## config.mk

```make
export PLATFORM = sky130hd
export DESIGN_NAME = acc_cpu_mc
export DESIGN_NICKNAME = d
export VERILOG_FILES = /design/src/rtl/acc_cpu_mc.sv
export SDC_FILE = /design/constraint.sdc
export NUM_CORES = 1
export LEC_CHECK = 0
export ABC_AREA = 0
export BUFFER_PORTS_ARGS = -buffer_cell sky130_fd_sc_hd__buf_4
export CORE_MARGIN = 2
export CORE_UTILIZATION = 45
export CTS_BUF_LIST = sky130_fd_sc_hd__clkbuf_4 sky130_fd_sc_hd__clkbuf_8 sky130_fd_sc_hd__clkbuf_16
export DETAILED_ROUTE_END_ITERATION = 10
export GPL_TIMING_DRIVEN = 0
export PLACE_DENSITY = 0.67
export SLEW_MARGIN = 30
export SYNTH_ARGS = -nofsm -noshare
export SYNTH_HDL_FRONTEND = slang
export SYNTH_SLANG_ARGS = --single-unit
```

## constraint.sdc

```tcl
create_clock -name clk -period 3.9 [get_ports clk]
set_input_delay 0.195 -clock clk [delete_from_list [all_inputs] [get_ports clk]]
set_output_delay 0.195 -clock clk [all_outputs]
set_load 0.01 [all_outputs]
```

## src/rtl/acc_cpu_mc.sv

```systemverilog
// -----------------------------------------------------------------------------
// acc_cpu_mc - multicycle accumulator CPU (Harvard, synchronous-read memories)
//
// Each instruction runs FETCH -> DECODE -> EXEC, plus a MEM cycle for the ops
// that read data memory. HLT parks the core in HALT until reset.
//
// Ports
//   clk           clock, all state changes on the rising edge
//   reset         asynchronous, active-low reset
//   addr_program  program address (the PC)
//   data          instruction word, valid the cycle after addr_program
//   wr            data-memory write strobe (EXEC of STO only)
//   addr_data     data address (operand field of the IR)
//   in_data       read data, valid the cycle after addr_data
//   out_data      write data (the accumulator)
//   acc           accumulator
//   wr_pc         high in the cycle the PC is written
//   halted        high while in HALT
// -----------------------------------------------------------------------------
module acc_cpu_mc #(
    parameter int ADDR_BITS  = 11,
    parameter int DATA_WIDTH = 16
) (
    input  logic                  clk,
    input  logic                  reset,
    output logic [ADDR_BITS-1:0]  addr_program,
    input  logic [DATA_WIDTH-1:0] data,
    output logic                  wr,
    output logic [ADDR_BITS-1:0]  addr_data,
    input  logic [DATA_WIDTH-1:0] in_data,
    output logic [DATA_WIDTH-1:0] out_data,
    output logic [DATA_WIDTH-1:0] acc,
    output logic                  wr_pc,
    output logic                  halted
);

    localparam int OPCODE_BITS = DATA_WIDTH - ADDR_BITS;

    // The opcode map below needs 5 opcode bits.
    generate
        if (OPCODE_BITS < 5) begin : g_bad_params
            $error("acc_cpu_mc: DATA_WIDTH - ADDR_BITS must be at least 5");
        end
    endgenerate

    localparam logic [OPCODE_BITS-1:0] OP_HLT  = OPCODE_BITS'(0);
    localparam logic [OPCODE_BITS-1:0] OP_STO  = OPCODE_BITS'(1);
    localparam logic [OPCODE_BITS-1:0] OP_LD   = OPCODE_BITS'(2);
    localparam logic [OPCODE_BITS-1:0] OP_LDI  = OPCODE_BITS'(3);
    localparam logic [OPCODE_BITS-1:0] OP_ADD  = OPCODE_BITS'(4);
    localparam logic [OPCODE_BITS-1:0] OP_ADDI = OPCODE_BITS'(5);
    localparam logic [OPCODE_BITS-1:0] OP_SUB  = OPCODE_BITS'(6);
    localparam logic [OPCODE_BITS-1:0] OP_SUBI = OPCODE_BITS'(7);
    localparam logic [OPCODE_BITS-1:0] OP_AND  = OPCODE_BITS'(8);
    localparam logic [OPCODE_BITS-1:0] OP_ANDI = OPCODE_BITS'(9);
    localparam logic [OPCODE_BITS-1:0] OP_OR   = OPCODE_BITS'(10);
    localparam logic [OPCODE_BITS-1:0] OP_ORI  = OPCODE_BITS'(11);
    localparam logic [OPCODE_BITS-1:0] OP_XOR  = OPCODE_BITS'(12);
    localparam logic [OPCODE_BITS-1:0] OP_XORI = OPCODE_BITS'(13);
    localparam logic [OPCODE_BITS-1:0] OP_JMP  = OPCODE_BITS'(14);
    localparam logic [OPCODE_BITS-1:0] OP_BEQ  = OPCODE_BITS'(15);
    localparam logic [OPCODE_BITS-1:0] OP_BNE  = OPCODE_BITS'(16);
    localparam logic [OPCODE_BITS-1:0] OP_BLT  = OPCODE_BITS'(17);

    typedef enum logic [2:0] {
        S_FETCH,
        S_DECODE,
        S_EXEC,
        S_MEM,
        S_HALT
    } state_t;

    state_t                  state_reg;
    logic [ADDR_BITS-1:0]    pc_reg;
    logic [DATA_WIDTH-1:0]   acc_reg;
    logic [DATA_WIDTH-1:0]   ir_reg;

    logic [OPCODE_BITS-1:0]  opcode;
    logic [ADDR_BITS-1:0]    operand;
    logic [DATA_WIDTH-1:0]   imm_sext;
    logic [ADDR_BITS-1:0]    pc_plus_one;

    assign opcode      = ir_reg[DATA_WIDTH-1 -: OPCODE_BITS];
    assign operand     = ir_reg[ADDR_BITS-1:0];
    assign pc_plus_one = pc_reg + ADDR_BITS'(1);

    // Sign-extend the operand field for the immediate forms.
    genvar gi;
    generate
        for (gi = 0; gi < DATA_WIDTH; gi++) begin : g_sext
            if (gi < ADDR_BITS) begin : g_low
                assign imm_sext[gi] = operand[gi];
            end else begin : g_high
                assign imm_sext[gi] = operand[ADDR_BITS-1];
            end
        end
    endgenerate

    // Instruction class decode. Branch conditions see the ACC value present
    // during EXEC, i.e. the result of the previous instruction.
    logic is_mem_op;
    logic is_imm_op;
    logic branch_taken;

    always_comb begin
        is_mem_op    = 1'b0;
        is_imm_op    = 1'b0;
        branch_taken = 1'b0;
        case (opcode)
            OP_LD, OP_ADD, OP_SUB, OP_AND, OP_OR, OP_XOR:
                is_mem_op = 1'b1;
            OP_LDI, OP_ADDI, OP_SUBI, OP_ANDI, OP_ORI, OP_XORI:
                is_imm_op = 1'b1;
            OP_JMP: branch_taken = 1'b1;
            OP_BEQ: branch_taken = (acc_reg == '0);
            OP_BNE: branch_taken = (acc_reg != '0);
            OP_BLT: branch_taken = acc_reg[DATA_WIDTH-1];
            default: ;
        endcase
    end

    // One ALU serves both forms: the B operand is the memory word in MEM and
    // the sign-extended immediate otherwise. LD/LDI simply pass B through.
    logic [DATA_WIDTH-1:0] alu_b;
    logic [DATA_WIDTH-1:0] alu_result;

    assign alu_b = (state_reg == S_MEM) ? in_data : imm_sext;

    always_comb begin
        alu_result = alu_b;
        case (opcode)
            OP_ADD, OP_ADDI: alu_result = acc_reg + alu_b;
            OP_SUB, OP_SUBI: alu_result = acc_reg - alu_b;
            OP_AND, OP_ANDI: alu_result = acc_reg & alu_b;
            OP_OR,  OP_ORI:  alu_result = acc_reg | alu_b;
            OP_XOR, OP_XORI: alu_result = acc_reg ^ alu_b;
            default: ;
        endcase
    end

    always_ff @(posedge clk or negedge reset) begin
        if (!reset) begin
            state_reg <= S_FETCH;
            pc_reg    <= '0;
            acc_reg   <= '0;
            ir_reg    <= '0;
        end else begin
            case (state_reg)
                S_FETCH: begin
                    state_reg <= S_DECODE;
                end
                S_DECODE: begin
                    ir_reg    <= data;
                    state_reg <= S_EXEC;
                end
                S_EXEC: begin
                    if (opcode == OP_HLT) begin
                        state_reg <= S_HALT;
                    end else if (is_mem_op) begin
                        // PC advances only after the memory word is consumed.
                        state_reg <= S_MEM;
                    end else begin
                        if (is_imm_op) begin
                            acc_reg <= alu_result;
                        end
                        pc_reg    <= branch_taken ? operand : pc_plus_one;
                        state_reg <= S_FETCH;
                    end
                end
                S_MEM: begin
                    acc_reg   <= alu_result;
                    pc_reg    <= pc_plus_one;
                    state_reg <= S_FETCH;
                end
                S_HALT: begin
                    state_reg <= S_HALT;
                end
                default: begin
                    state_reg <= S_FETCH;
                end
            endcase
        end
    end

    assign addr_program = pc_reg;
    assign addr_data    = operand;
    assign out_data     = acc_reg;
    assign acc          = acc_reg;
    assign halted       = (state_reg == S_HALT);
    assign wr           = (state_reg == S_EXEC) && (opcode == OP_STO);
    assign wr_pc        = ((state_reg == S_EXEC) && !is_mem_op && (opcode != OP_HLT))
                          || (state_reg == S_MEM);

endmodule

```

==> reports/summary.md, run 1 <==
The final period demand of the worst path works out to 3740 ps. Launch instance of the worst min-delay path: data[11]. Post-route fraction of the period consumed by the critical path: 96.0%. The synthesis warning total is 0, and the average via count per standard cell is 5.81. Counting every sink on the clock net gives 46. The setup slack after placement is -402 ps.

The run gives 564 as the post-synthesis instance total. The congestion estimate from routability-driven global placement came to 0.949. For this block, the initial DRC count from the detailed router was 279. The die is 105 µm wide.

The initial utilization of the core area, before any placement, comes to 45.6%. For the final-stage net count, the log shows 749. Summed over all nets, the half-perimeter wirelength after detailed placement is 10.6 mm. Class of the tightest hold or removal check: input pin to flip-flop.

Clock tree synthesis inserted a total of 5 buffers. The library cell used most frequently in the layout, excluding fill and tap cells, is sky130_fd_sc_hd__buf_4. Setup repair after global routing could not meet its margin everywhere. The run gives 0.00463 mm² as the post-synth design cell area. In this run, synthesis produced a sequential element count of 46. The final hold violation count is 0, and the number of stages on the worst hold path is 3.

The die is 105 µm tall. The post-CTS clock slew at the launch and capture registers of the worst setup and hold paths was 110 ps. The tools report the worst-case hold path end point as ir_reg[11]. The data arrival time of the critical path is 4010 ps, and the number of detailed-routing iterations run before antenna repair is 6.

Yosys mapped a number of flops with a built-in enable equal to 0. The clock insertion delay at the later pin of the skew report was 320 ps. At the pin with the least slew margin, the transition time is 992 ps. The detailed-route wire length per cell is 17.9 µm, and the share of the yosys chip area belonging to registers is 24.9%. The run gives 0.0111 mm² as the die area. For this run, the top clock speed supported by timing is 0.267 GHz. Summed over all layers, the routed wires come to 14.4 mm. Input and output buffers added on the ports amount to 90.

Entering global routing, the biggest net connects 47 pins. The number of antenna diodes in the final layout is 0. The normalized max-slew margin is 33.4%. The worst register-to-register path ends at acc[14]. For the number of antenna violations at the first check in global routing, the log shows 0.

The tools report the placeable core region as 0.0101 mm². The setup total negative slack is 0 ps. The tools report the number of unique standard cell types used by synthesis as 63. The async set-or-reset flop fraction in the synthesized netlist works out to 100%. The flow ran to the end, and the final reports show no timing, DRC or antenna violations.

The run gives 0 as the number of pins exceeding their max-slew limit in the final report. Data on the critical path is required at its endpoint by 4170 ps. The H-tree was split into 2 levels. The tools report the root cell of the clock tree as sky130_fd_sc_hd__clkbuf_8. For this run, design rule violations remaining after detail routing come to 0.

The number of top-level pins is 91. The run gives 0.00548 mm² as the cell area after placement. TritonCTS built the clock tree. The run gives 25.7% as the overall fraction of global-route tracks in use. Dividing the synthesized area by the synthesized cell count gives 8.20 µm². The area overhead of the layout relative to synthesis works out to 24.9%.

Launching element type of the critical path: a flip-flop. For the worst flop-to-flop path, the logic depth is 14. Cells with a size suffix above 1 make up 28.6% of the layout. Once layout is done, the placed cells without fillers occupy 0.00578 mm².

Antenna violation net count after detailed routing: 0. The logs give 37 for the number of cell rows and 57.0% for the post-route core utilization. In this run the register-to-register setup slack is 160 ps.

The worst register-to-register path begins at state_reg[2]. Of all nets on the critical path, the largest fanout is 6. The vias after detailed routing was 4675; the worst setup margin was 156 ps. Setup violations remaining at the end of the flow were counted as 0. Global routing finished with a remaining overflow of 0. The first global-routing pass estimated 22.8 mm of wire. The most used flip-flop cell after synthesis is sky130_fd_sc_hd__dfrtp_1. The logs give 0 for the number of max-cap violations and 645 for the post-synthesis net count.

Leaving out fill and tap cells, the most frequent cells in the layout are sky130_fd_sc_hd__buf_4, sky130_fd_sc_hd__a21oi_1, sky130_fd_sc_hd__ha_1, sky130_fd_sc_hd__dfrtp_1, sky130_fd_sc_hd__inv_1. Across the routed clock network, the largest skew measured is 8.39 ps. By startpoint and endpoint, the worst setup path is classified as flip-flop to flip-flop. The via count of the first global-routing pass was 4472. Counting along the longest clock path gives a buffer depth of 2. The worst setup path is captured at a flip-flop.
==> cell type report <==
class / instances / area [µm²]
clock inverter: 3 / 23.8
multi-input combinational: 421 / 3140
fill: 925 / 4360
buffer: 48 / 295
inverter: 46 / 173
tap: 136 / 170
clock buffer: 5 / 68.8
sequential: 46 / 1150
timing repair buffer: 100 / 753
==> worst max-delay path: stages (launching register included) <==
cell and delay, ps:
sky130_fd_sc_hd__dfrtp_2 420, sky130_fd_sc_hd__nand3b_4 210, sky130_fd_sc_hd__buf_4 170, sky130_fd_sc_hd__mux2i_2 450
sky130_fd_sc_hd__o21a_1 240, sky130_fd_sc_hd__and2_4 180, sky130_fd_sc_hd__nor2_1 50, sky130_fd_sc_hd__xnor2_1 130
sky130_fd_sc_hd__ha_1 300, sky130_fd_sc_hd__a211o_1 280, sky130_fd_sc_hd__or3_1 360, sky130_fd_sc_hd__o311a_1 160
sky130_fd_sc_hd__a31o_1 250, sky130_fd_sc_hd__a2111oi_2 360, sky130_fd_sc_hd__a211o_1 130
==> timing repair <==
action                                 in CTS  in global routing
cloned                                      0                  0
endpoints found under the hold margin      46                  0
hold buffers                                1                  0
buffers inserted                            1                  8
setup endpoints to repair                   8                  5
pin swaps                                   1                  9
gates resized for setup                    12                 22
==> per-layer routing <==
| metal | track usage [%] | vias up | part of all wire (%) |
|---|---|---|---|
| met4 | 8.57 | 0 | 2.6 |
| li1 | - | 2222 | - |
| met3 | 3.03 | 31 | 5.5 |
| met5 | 0 | - | 0 |
| met2 | 44.1 | 191 | 48 |
| met1 | 33.5 | 2231 | 44 |
==> cells by family after synthesis <==
family / Yosys count / share of synthesized area (%)
AOI/OAI and AO/OA: 163 / 22.5
xor gates and xnor gates: 22 / 4.17
adders and majority gates: 47 / 12.9
buffers and inverters: 97 / 10.2
DFF: 46 / 24.9
muxes: 34 / 7.95
and+or+nand+nor: 155 / 17.4
==> through the flow <==
stage          instances  hold WS [ps]
2_1_floorplan        564          -101
3_3_place_gp         790           268
3_5_place_dp         790           259
4_1_cts              798          88.6
5_1_grt              805          95.2
6_report             805          84.9
==> cell usage after synthesis (all sizes together), types with 9 or more instances <==
cell type | count | area [µm²]
clkbuf | 18 | 67.6
nor2 | 40 | 150
dfrtp | 46 | 1150
inv | 46 | 173
buf | 33 | 233
xnor2 | 20 | 175
mux2i | 18 | 184
o21ai | 35 | 179
nand3 | 12 | 60.1
nand2 | 35 | 131
nor3 | 17 | 85.1
ha | 46 | 576
mux2 | 16 | 184
a211oi | 10 | 75.1
nand2b | 9 | 56.3
a21oi | 53 | 269
==> how the worst max path moves through the flow <==
stage | from | end | slack [ps] | cells after the start
floorplan | state_reg[2] | acc[14] | 330 | 13
global placement | ir_reg[13] | acc[14] | -420 | 14
detailed placement | ir_reg[13] | acc[14] | -400 | 14
CTS | state_reg[2] | acc[14] | -7 | 14
global route | state_reg[1] | acc[9] | -20 | 16
finish | state_reg[2] | acc[14] | 160 | 14
Power of run 1 is left out: the tool's default activity adds up to more than one toggle a clock period on the data nets, which glitch-free logic cannot reach.
==> inputs of run 2 (changes only) <==
CORE_UTILIZATION = 52   (was 45)
PLACE_DENSITY = 0.76   (was 0.67)
clock period = 3.7 ns   (was 3.9 ns; I/O delays follow)
==> reports/summary.md, run 2 (synthesis results as in run 1) <==
The largest fanout of any net on the critical path works out to 6 (unchanged). The sum of overflow across all layers after global routing came out at 0 (unchanged). The slowest library cell on the worst path was sky130_fd_sc_hd__dfrtp_1. Endpoint required time on the critical path: 3870 ps (-300 ps). The run gives 0.00967 mm² (-13%) as the die area.

The final reports fail on negative setup slack. The largest clock skew in the final design was 11.8 ps (+3.44 ps); the routability congestion estimate from global placement was 0.906 (-4.5%). The worst setup path is captured at a flip-flop. For the number of diodes added for antenna fixing, the log shows 0 (unchanged).

The data arrival time of the critical path came out at 3960 ps (-50 ps). The number of clock buffers inserted by TritonCTS came out at 5 (unchanged). The class of the tightest hold or removal check was input pin to flip-flop. Launch instance of the worst register-to-register path: state_reg[2].

Post-CTS clock slew at the launch and capture registers of the worst setup and hold paths: 100 ps (about the same). TritonCTS built the clock tree. The detailed placement HPWL came out at 10.1 mm (-4.5%).

The signal on the critical path passes through nand3b_4, mux2_4, nor4_4, buf_4, buf_4, nor2_1, xnor2_1, ha_1, a21o_1, a21o_1, a221oi_4, a2111oi_4, or3b_1, mux2i_1, a221oi_2. The clock insertion delay at the later pin of the skew report was 310 ps (about the same). Leaving out fill and tap cells, the most frequent cell in the layout is sky130_fd_sc_hd__buf_4. For the depth of the CTS H-tree, the log shows 2 (unchanged).

The detailed router's first-iteration violation count was 235 (-16%). Horizontal extent of the die: 98.3 µm (-6.7%). Detailed-route wire length per cell: 17.6 µm (-1.3%). Category of cells accounting for the largest share of critical-path delay: simple AND/OR/NAND/NOR gates. The global-route wire length before repair came out at 21.8 mm (-4.3%). The critical path in this run is classified as flip-flop to flip-flop. The number of top-level pins is 91 (unchanged), and the number of cell rows is 34 (-8.1%). The sum of buffers and inverters on the critical path was 2 (+1). The final period demand of the worst path came out at 3790 ps (+46.4 ps). Number of pins exceeding their max-slew limit in the final report: 0 (unchanged). Clock tree synthesis selected as its root buffer the cell sky130_fd_sc_hd__clkbuf_8. The share of post-route cells with drive strength above 1 was 30.5% (+2.0 points). The maximum clock rate came out at 0.264 GHz (-1.2%). Final-report setup violation count: 3 (+3).

The pin count of the biggest net entering global routing is 47 (unchanged). The final-stage net count is 761 (+1.6%), and the die outline height is 98.3 µm (-6.7%). The post-route fraction of the period consumed by the critical path is 102% (+6.4 points), and the number of max-cap violations is 0 (unchanged). The tools report the number of clock sinks seen by CTS as 46 (unchanged). The flow ran to the end, but the final reports show violations. In this run the most critical hold path is launched from data[11]. The placeable core region was 0.00868 mm² (-14%); the count of input and output buffers was 90 (unchanged).

The number of fill cells in the layout is 733 (-21%). Highest cell delay on the worst timing path: 400 ps (-50 ps). The top cell types in the final layout, fill and taps aside, are sky130_fd_sc_hd__buf_4, sky130_fd_sc_hd__a21oi_1, sky130_fd_sc_hd__dfrtp_1.

The tools report the number of antenna violations at the first check in global routing as 0 (unchanged). Overall fraction of global-route tracks in use: 27.7% (+2.0 points). The effective utilization at floorplan is 53.3% (+7.7 points). The vias after detailed routing is 4707 (+0.68%), and the remaining routing DRC violations is 0 (unchanged).

The area overhead of the layout relative to synthesis was 27.0%; the antenna violation net count after detailed routing was 0 (unchanged). Setup repair after global routing could not meet its margin everywhere. The smallest hold slack was 78.4 ps (-6.51 ps). The clock tree buffer depth came out at 2 (unchanged). The critical path starts at state_reg[2].

The normalized max-slew margin was 38.3% (+4.9 points). The run gives 0 (unchanged) as the final hold violation count. STA classifies the critical path startpoint as a flip-flop. The number of detailed-routing iterations run before antenna repair was 5 (-1).

The worst setup margin is -90.8 ps (-246 ps), and the via count of the first global-routing pass is 4406 (-1.5%). The transition time at the pin with the least slew margin is 919 ps (-73.2 ps). The average via count per standard cell was 5.97 (+2.7%). For the total wire length, the log shows 13.9 mm (-3.2%).
run 2: layer usage:
layer  vias up  wire length, µm  track usage [%]  part of all wire (%)
met2       189             6780             46.3                    49
met1      2236             5820             37.5                    42
met5         -                0                0                     0
met3        30             1020             3.22                   7.3
li1       2252                -                -                     -
met4         0              307             8.64                   2.2
run 2: layout make-up:
| type | count | area [µm²] | share of cell area [%] |
|---|---|---|---|
| plain buffers | 48 | 298 | 5.07 |
| flip-flops and latches | 46 | 1150 | 19.6 |
| clock buffers | 5 | 68.8 | 1.17 |
| multi-input cells | 421 | 3180 | 54.1 |
| repair buffers | 112 | 851 | 14.5 |
| well taps | 108 | 135 | 2.30 |
| inverters | 46 | 173 | 2.94 |
| clock inverters | 3 | 21.3 | 0.362 |
run 2: worst paths after layout:
path	end	slack, ps	cells past startpoint
min in group asynchronous	acc[5]	430	2
max reg2reg	acc[15]	-90	15
min	ir_reg[11]	80	3
max in group asynchronous	state_reg[1]	2810	2
min reg2reg	addr_program[1]	570	2
max	acc[15]	-90	15
run 2: timing repair:
action | in CTS | in global routing
hold buffers | 1 | 0
pin swaps | 7 | 23
setup buffers | 9 | 12
setup endpoints to repair | 9 | 6
resized for setup | 20 | 24
cloned | 0 | 0
hold endpoints to repair | 46 | 0
run 2: worst reg2reg max path, cell delays in order, from the launching register on:
cell and delay (ps):
sky130_fd_sc_hd__dfrtp_1 400, sky130_fd_sc_hd__nand3b_4 260, sky130_fd_sc_hd__mux2_4 390, sky130_fd_sc_hd__nor4_4 320, sky130_fd_sc_hd__buf_4 170, sky130_fd_sc_hd__buf_4 90, sky130_fd_sc_hd__nor2_1 40, sky130_fd_sc_hd__xnor2_1 130
sky130_fd_sc_hd__ha_1 340, sky130_fd_sc_hd__a21o_1 210, sky130_fd_sc_hd__a21o_1 180, sky130_fd_sc_hd__a221oi_4 390, sky130_fd_sc_hd__a2111oi_4 150, sky130_fd_sc_hd__or3b_1 360, sky130_fd_sc_hd__mux2i_1 180, sky130_fd_sc_hd__a221oi_2 50
run 2: per-stage QoR:
step	worst slack (ps)	instance area, µm²	utilization, %	setup TNS, ps	std cells
after floorplan	130	4630	-	0	564
after global placement	-400	5440	62.6	-1350	762
after detailed placement	-484	5440	62.6	-1750	762
after CTS	-35.4	5670	65.3	-35.4	777
after global routing	-212	5880	67.7	-937	789
final	-90.8	5880	67.7	-126	789
Power of run 2 is left out for the same reason.
